==> src/rtl/serial_bit_tx_pkg.sv <==
// Shared definitions for the serial bit transmitter: FSM states, line levels
// and a counter-width helper.
package serial_bit_tx_pkg;

    typedef enum logic [2:0] {
        StIdle   = 3'd0,
        StStart  = 3'd1,
        StData   = 3'd2,
        StParity = 3'd3,
        StStop   = 3'd4
    } tx_state_e;

    localparam logic LineIdle  = 1'b1;
    localparam logic LineStart = 1'b0;

    // A counter for n states needs at least one bit, even when n == 1.
    function automatic int unsigned cnt_width(input int unsigned n);
        return (n > 1) ? $clog2(n) : 1;
    endfunction

endpackage

==> src/rtl/serial_bit_tx_bit_period_counter.sv <==
// Bit-period timer: counts clocks within one bit and pulses tick_o on the
// last clock of each bit. Held at zero while disabled.
module serial_bit_tx_bit_period_counter
    import serial_bit_tx_pkg::*;
#(
    parameter int unsigned CLKS_PER_BIT = 10
) (
    input  logic clk_i,
    input  logic rst_n,
    input  logic en_i,
    output logic tick_o
);

    localparam int unsigned CntW = cnt_width(CLKS_PER_BIT);
    localparam logic [CntW-1:0] CntMax = CntW'(CLKS_PER_BIT - 1);

    logic [CntW-1:0] cnt_q, cnt_d;

    always_ff @(posedge clk_i or negedge rst_n) begin
        if (!rst_n) begin
            cnt_q <= '0;
        end else begin
            cnt_q <= cnt_d;
        end
    end

    always_comb begin
        cnt_d = cnt_q + CntW'(1);
        if (!en_i || (cnt_q == CntMax)) begin
            cnt_d = '0;
        end
    end

    assign tick_o = en_i && (cnt_q == CntMax);

endmodule

==> src/rtl/serial_bit_tx.sv <==
// Parallel-in, serial-out transmitter: start bit, DATA_W data bits LSB first,
// optional parity bit, stop bit; each bit held CLKS_PER_BIT clocks.
module serial_bit_tx
    import serial_bit_tx_pkg::*;
#(
    parameter int unsigned DATA_W       = 8,
    parameter int unsigned CLKS_PER_BIT = 10,
    parameter bit          PARITY_EN    = 1'b0,
    parameter bit          PARITY_ODD   = 1'b0
) (
    input  logic              clk_i,
    input  logic              rst_n,
    input  logic [DATA_W-1:0] tx_data_i,
    input  logic              tx_valid_i,
    output logic              tx_ready_o,
    output logic              tx_line_o,
    output logic              tx_busy_o,
    output logic              tx_done_o
);

    localparam int unsigned IdxW = $clog2(DATA_W + 1);
    localparam logic [IdxW-1:0] IdxLast = IdxW'(DATA_W - 1);

    tx_state_e         state_q, state_d;
    logic [DATA_W-1:0] shift_q, shift_d;
    logic [IdxW-1:0]   idx_q, idx_d;
    logic              parity_q, parity_d;
    logic              line_q, line_d;
    logic              done_q, done_d;
    logic              tick;
    logic              handshake;
    logic              last_bit;

    serial_bit_tx_bit_period_counter #(
        .CLKS_PER_BIT(CLKS_PER_BIT)
    ) u_period (
        .clk_i (clk_i),
        .rst_n (rst_n),
        .en_i  (state_q != StIdle),
        .tick_o(tick)
    );

    assign handshake = tx_valid_i && (state_q == StIdle);
    assign last_bit  = (idx_q == IdxLast);

    always_ff @(posedge clk_i or negedge rst_n) begin
        if (!rst_n) begin
            state_q <= StIdle;
        end else begin
            state_q <= state_d;
        end
    end

    always_comb begin
        state_d = state_q;
        unique case (state_q)
            StIdle:   if (handshake) state_d = StStart;
            StStart:  if (tick) state_d = StData;
            StData:   if (tick && last_bit) state_d = PARITY_EN ? StParity : StStop;
            StParity: if (tick) state_d = StStop;
            StStop:   if (tick) state_d = StIdle;
            default:  state_d = StIdle;
        endcase
    end

    always_ff @(posedge clk_i or negedge rst_n) begin
        if (!rst_n) begin
            shift_q  <= '0;
            idx_q    <= '0;
            parity_q <= 1'b0;
            line_q   <= LineIdle;
            done_q   <= 1'b0;
        end else begin
            shift_q  <= shift_d;
            idx_q    <= idx_d;
            parity_q <= parity_d;
            line_q   <= line_d;
            done_q   <= done_d;
        end
    end

    // line_q is loaded with the level of the bit being entered, so the line
    // changes on the same edge as the state.
    always_comb begin
        shift_d  = shift_q;
        idx_d    = idx_q;
        parity_d = parity_q;
        line_d   = line_q;
        done_d   = 1'b0;
        unique case (state_q)
            StIdle: begin
                if (handshake) begin
                    shift_d  = tx_data_i;
                    parity_d = (^tx_data_i) ^ PARITY_ODD;
                    idx_d    = '0;
                    line_d   = LineStart;
                end
            end
            StStart: begin
                if (tick) line_d = shift_q[0];
            end
            StData: begin
                if (tick) begin
                    if (last_bit) begin
                        idx_d  = '0;
                        line_d = PARITY_EN ? parity_q : LineIdle;
                    end else begin
                        idx_d   = idx_q + IdxW'(1);
                        shift_d = shift_q >> 1;
                        line_d  = shift_d[0];
                    end
                end
            end
            StParity: begin
                if (tick) line_d = LineIdle;
            end
            StStop: begin
                if (tick) begin
                    line_d = LineIdle;
                    done_d = 1'b1;
                end
            end
            default: line_d = LineIdle;
        endcase
    end

    always_comb begin
        tx_ready_o = (state_q == StIdle);
        tx_busy_o  = (state_q != StIdle);
        tx_line_o  = line_q;
        tx_done_o  = done_q;
    end

endmodule
==> config.mk <==
export PLATFORM = sky130hd
export DESIGN_NAME = serial_bit_tx
export DESIGN_NICKNAME = d
export VERILOG_FILES = /design/src/rtl/serial_bit_tx_pkg.sv /design/src/rtl/serial_bit_tx_bit_period_counter.sv /design/src/rtl/serial_bit_tx.sv
export SDC_FILE = /design/constraint.sdc
export NUM_CORES = 1
export LEC_CHECK = 0
export BUFFER_PORTS_ARGS = -buffer_cell sky130_fd_sc_hd__buf_2
export CAP_MARGIN = 5
export CORE_UTILIZATION = 59
export DETAILED_ROUTE_END_ITERATION = 8
export GPL_TIMING_DRIVEN = 0
export PLACE_DENSITY = 0.81
export SLEW_MARGIN = 20
export SYNTH_ARGS = -nofsm -noshare
export SYNTH_HDL_FRONTEND = slang
export SYNTH_SLANG_ARGS = --single-unit
export TNS_END_PERCENT = 30
==> constraint.sdc <==
create_clock -name clk_i -period 3.7 [get_ports clk_i]
set_input_delay 0.555 -clock clk_i [delete_from_list [all_inputs] [get_ports clk_i]]
set_output_delay 0.555 -clock clk_i [all_outputs]
set_load 0.01 [all_outputs]
==> results.json <==
{
  "start_util_pct": 63.3,
  "worstPathArrival_ns": 1.48,
  "clkPwrFrac_pct": 12.1,
  "port_buffers": 14,
  "crit_path_max_fanout": 9,
  "cellPowerDensity_nw_per_um2": 731,
  "routed_wl_mm": 2.08,
  "switching_share_pct": 40.6,
  "antenna_cells": 0,
  "ios": 15,
  "dieArea_sq_um": 2050,
  "outcome": "complete, no violations",
  "grt-ovfl-total": 0,
  "crit_path_end_kind": "primary output",
  "placed_cells": 149,
  "synthAdderAreaFrac_pct": 3.40,
  "r2r_end": "shift_q[1]$_DFFE_PN0P_",
  "r2r_slack_ns": 1.85,
  "async_flop_share_pct": 100,
  "maxCapViolations": 0,
  "p_sw_mw": 0.366,
  "final_cells": 153,
  "grt_pass1_wl_mm": 3.31,
  "synthTopCellsByArea": "dfrtp_1 (45%), a21oi_1 (8.2%), mux2i_1 (7.2%), ha_1 (3.4%), nor2_1 (3.4%)",
  "gp_congestion": 0.885,
  "min_period_ns": 2.04,
  "dieWidth_um": 45.3,
  "pwr-share-comb_pct": 42.5,
  "syn_area_sq_um": 1100,
  "synth-compound-area-share_pct": 18.3,
  "r2r_cells": 6,
  "hp-class": "input pin to asynchronous set/reset pin",
  "grt_usage_pct": 23.1,
  "ys.warnings.count": 0,
  "post_cts_resized": 0,
  "cts-root-buf": "clkbuf_4",
  "drive_above_1_share_pct": 22.7,
  "drv_slew": 0,
  "antenna_found_initial": 0,
  "crit_required_ns": 3.14,
  "tritoncts": "yes",
  "synth_top_family_by_area": "compound AO/OA/AOI/OAI gates",
  "grt_max_degree": 22,
  "p_seq_share_pct": 45.3,
  "synthXorXnorAreaFrac_pct": 1.59,
  "synth_area_per_cell_sq_um": 10.0,
  "cts_buffers": 3,
  "drtIter0Drc": 12,
  "routedWlPerCell_um": 13.6,
  "holdWs_ns": 0.181,
  "clock_sinks": 21,
  "core_sq_um": 1750,
  "fin_crit_sh_pct": 55.0,
  "syn2layout_area_growth_pct": 11.6,
  "ys_types": 39,
  "max_freq_mhz": 491,
  "mostFrequentLayoutCells": "dfrtp_1 (20), a21oi_1 (18), buf_2 (16)",
  "vias": 847,
  "slew_headroom_pct": 69.5,
  "synthSimpleGateAreaFrac_pct": 17.8,
  "worst_pin_slew_ns": 0.457,
  "finalSetupViolations": 0,
  "tns_ns": 0,
  "viasPerCell": 5.54,
  "rows": 15,
  "yosys.area.top_type": "dfrtp_1",
  "dr.pass1.iters": 4,
  "synth_nets": 124,
  "ys_seq_elements": 21,
  "rsz0062_at_grt": "no",
  "yosysTopAreaCellShare_pct": 45.3,
  "worstSkewPairLatency_ns": 0.30,
  "syn-instance-count": 110,
  "p_int_mw": 0.535,
  "rr_startpoint": "idx_q[0]$_DFFE_PN0P_",
  "synth.yosys.seq_area_share_pct": 47.7,
  "grt_pass1_vias": 774,
  "postCtsHoldBufs": 0,
  "hold_viol": 0,
  "synth_ff_type": "dfrtp_1",
  "dpl.hpwl_mm": 1.46,
  "peakVddDrop_mv": 0.426,
  "layout_commonest_cell": "dfrtp_1",
  "path_clk_slew_ns": 0.12,
  "synth.area.mux_share_pct": 7.25,
  "finClkSkew_ns": 0.00788,
  "drc": 0,
  "nNetsFinal": 143,
  "ant_nets": 0,
  "die_h_um": 45.3,
  "h-tree-depth": 1,
  "start_kind": "flip-flop",
  "cts_max_path_buffers": 2,
  "synth_edf_count": 0,
  "crit_type": "flip-flop to primary output",
  "p_leak_nw": 0.595,
  "cts_setup_buffers": 0
}
-- registers in the layout, indices dropped and copies added, names as in the netlist --
register        count
tx_line_o           1
u_period.cnt_q      4
idx_q               4
tx_done_o           1
shift_q             8
state_q             3
-- cell usage after synthesis (all sizes together) (2+ instances only) --
| cell | number |
|---|---|
| or3 | 2 |
| and3 | 2 |
| and3b | 2 |
| ha | 3 |
| mux2i | 8 |
| nand2 | 6 |
| nand3b | 2 |
| o31ai | 2 |
| o21ai | 8 |
| dfrtp | 20 |
| a21oi | 18 |
| clkbuf | 2 |
| inv | 4 |
| buf | 3 |
| nor2 | 10 |
| nand3 | 2 |
-- cell type report --
cell class / count / area, sq um
Timing Repair Buffer: 14 / 70.1
Clock buffer: 4 / 26.3
Tap cell: 25 / 31.3
Sequential cell: 21 / 527
Fill cell: 139 / 513
Buffer: 5 / 28.8
Multi-Input combinational cell: 80 / 534
Inverter: 4 / 15.0
-- per-layer routing --
layer | routed length, um | part of all wire, % | GRT usage (%)
met1 | 943 | 45 | 30.5
met2 | 997 | 48 | 35.9
met3 | 84 | 4.0 | 2.80
met4 | 51 | 2.5 | 14.5
met5 | 0 | 0 | 0
-- how the worst max path moves through the flow --
stage | startpoint | to | slack [ns] | depth (start not counted)
2_1_floorplan | state_q[0]$_DFFE_PN0P_ | tx_ready_o | 2.08 | 3
3_3_place_gp | idx_q[0]$_DFFE_PN0P_ | shift_q[4]$_DFFE_PN0P_ | 1.95 | 6
3_5_place_dp | idx_q[0]$_DFFE_PN0P_ | shift_q[6]$_DFFE_PN0P_ | 1.90 | 6
4_1_cts | state_q[0]$_DFFE_PN0P_ | tx_ready_o | 1.66 | 4
5_1_grt | state_q[0]$_DFFE_PN0P_ | tx_ready_o | 1.55 | 4
6_report | state_q[0]$_DFFE_PN0P_ | tx_ready_o | 1.66 | 4
-- cells by family (layout without fill, tap and decap cells) --
logic type	Yosys count	in the layout
AO/OA/AOI/OAI	33	33
XOR/XNOR	2	2
adder cells (fa/ha/maj)	3	3
buffers and inverters	9	27
flip-flops	21	21
multiplexers	8	8
AND/OR/NAND/NOR	34	34
-- worst max-delay path, stage by stage (launching register included) --
cell and delay, ns:
dfrtp_1 0.37, clkbuf_1 0.18, or3_1 0.45, inv_1 0.06
buf_2 0.12
-- power groups by stage --
stage	registers [mW]	clock network (mW)	logic, mW
2_1_floorplan	0.396	0	0.298
3_3_place_gp	0.407	0	0.363
3_5_place_dp	0.412	0	0.380
4_1_cts	0.407	0.110	0.383
5_1_grt	0.420	0.120	0.432
6_report	0.408	0.109	0.383
-- metrics by stage --
step           worst slack [ns]  power, mW  utilization [%]  instance area, sq um
6_report                   1.66      0.901             70.6                  1230
5_1_grt                    1.55      0.972             70.6                  1230
4_1_cts                    1.66      0.901             70.6                  1230
3_5_place_dp               1.90      0.792             69.1                  1210
3_3_place_gp               1.95      0.770             69.1                  1210
2_1_floorplan              2.08      0.694                -                  1100
Power figures use the tool's default switching activity.
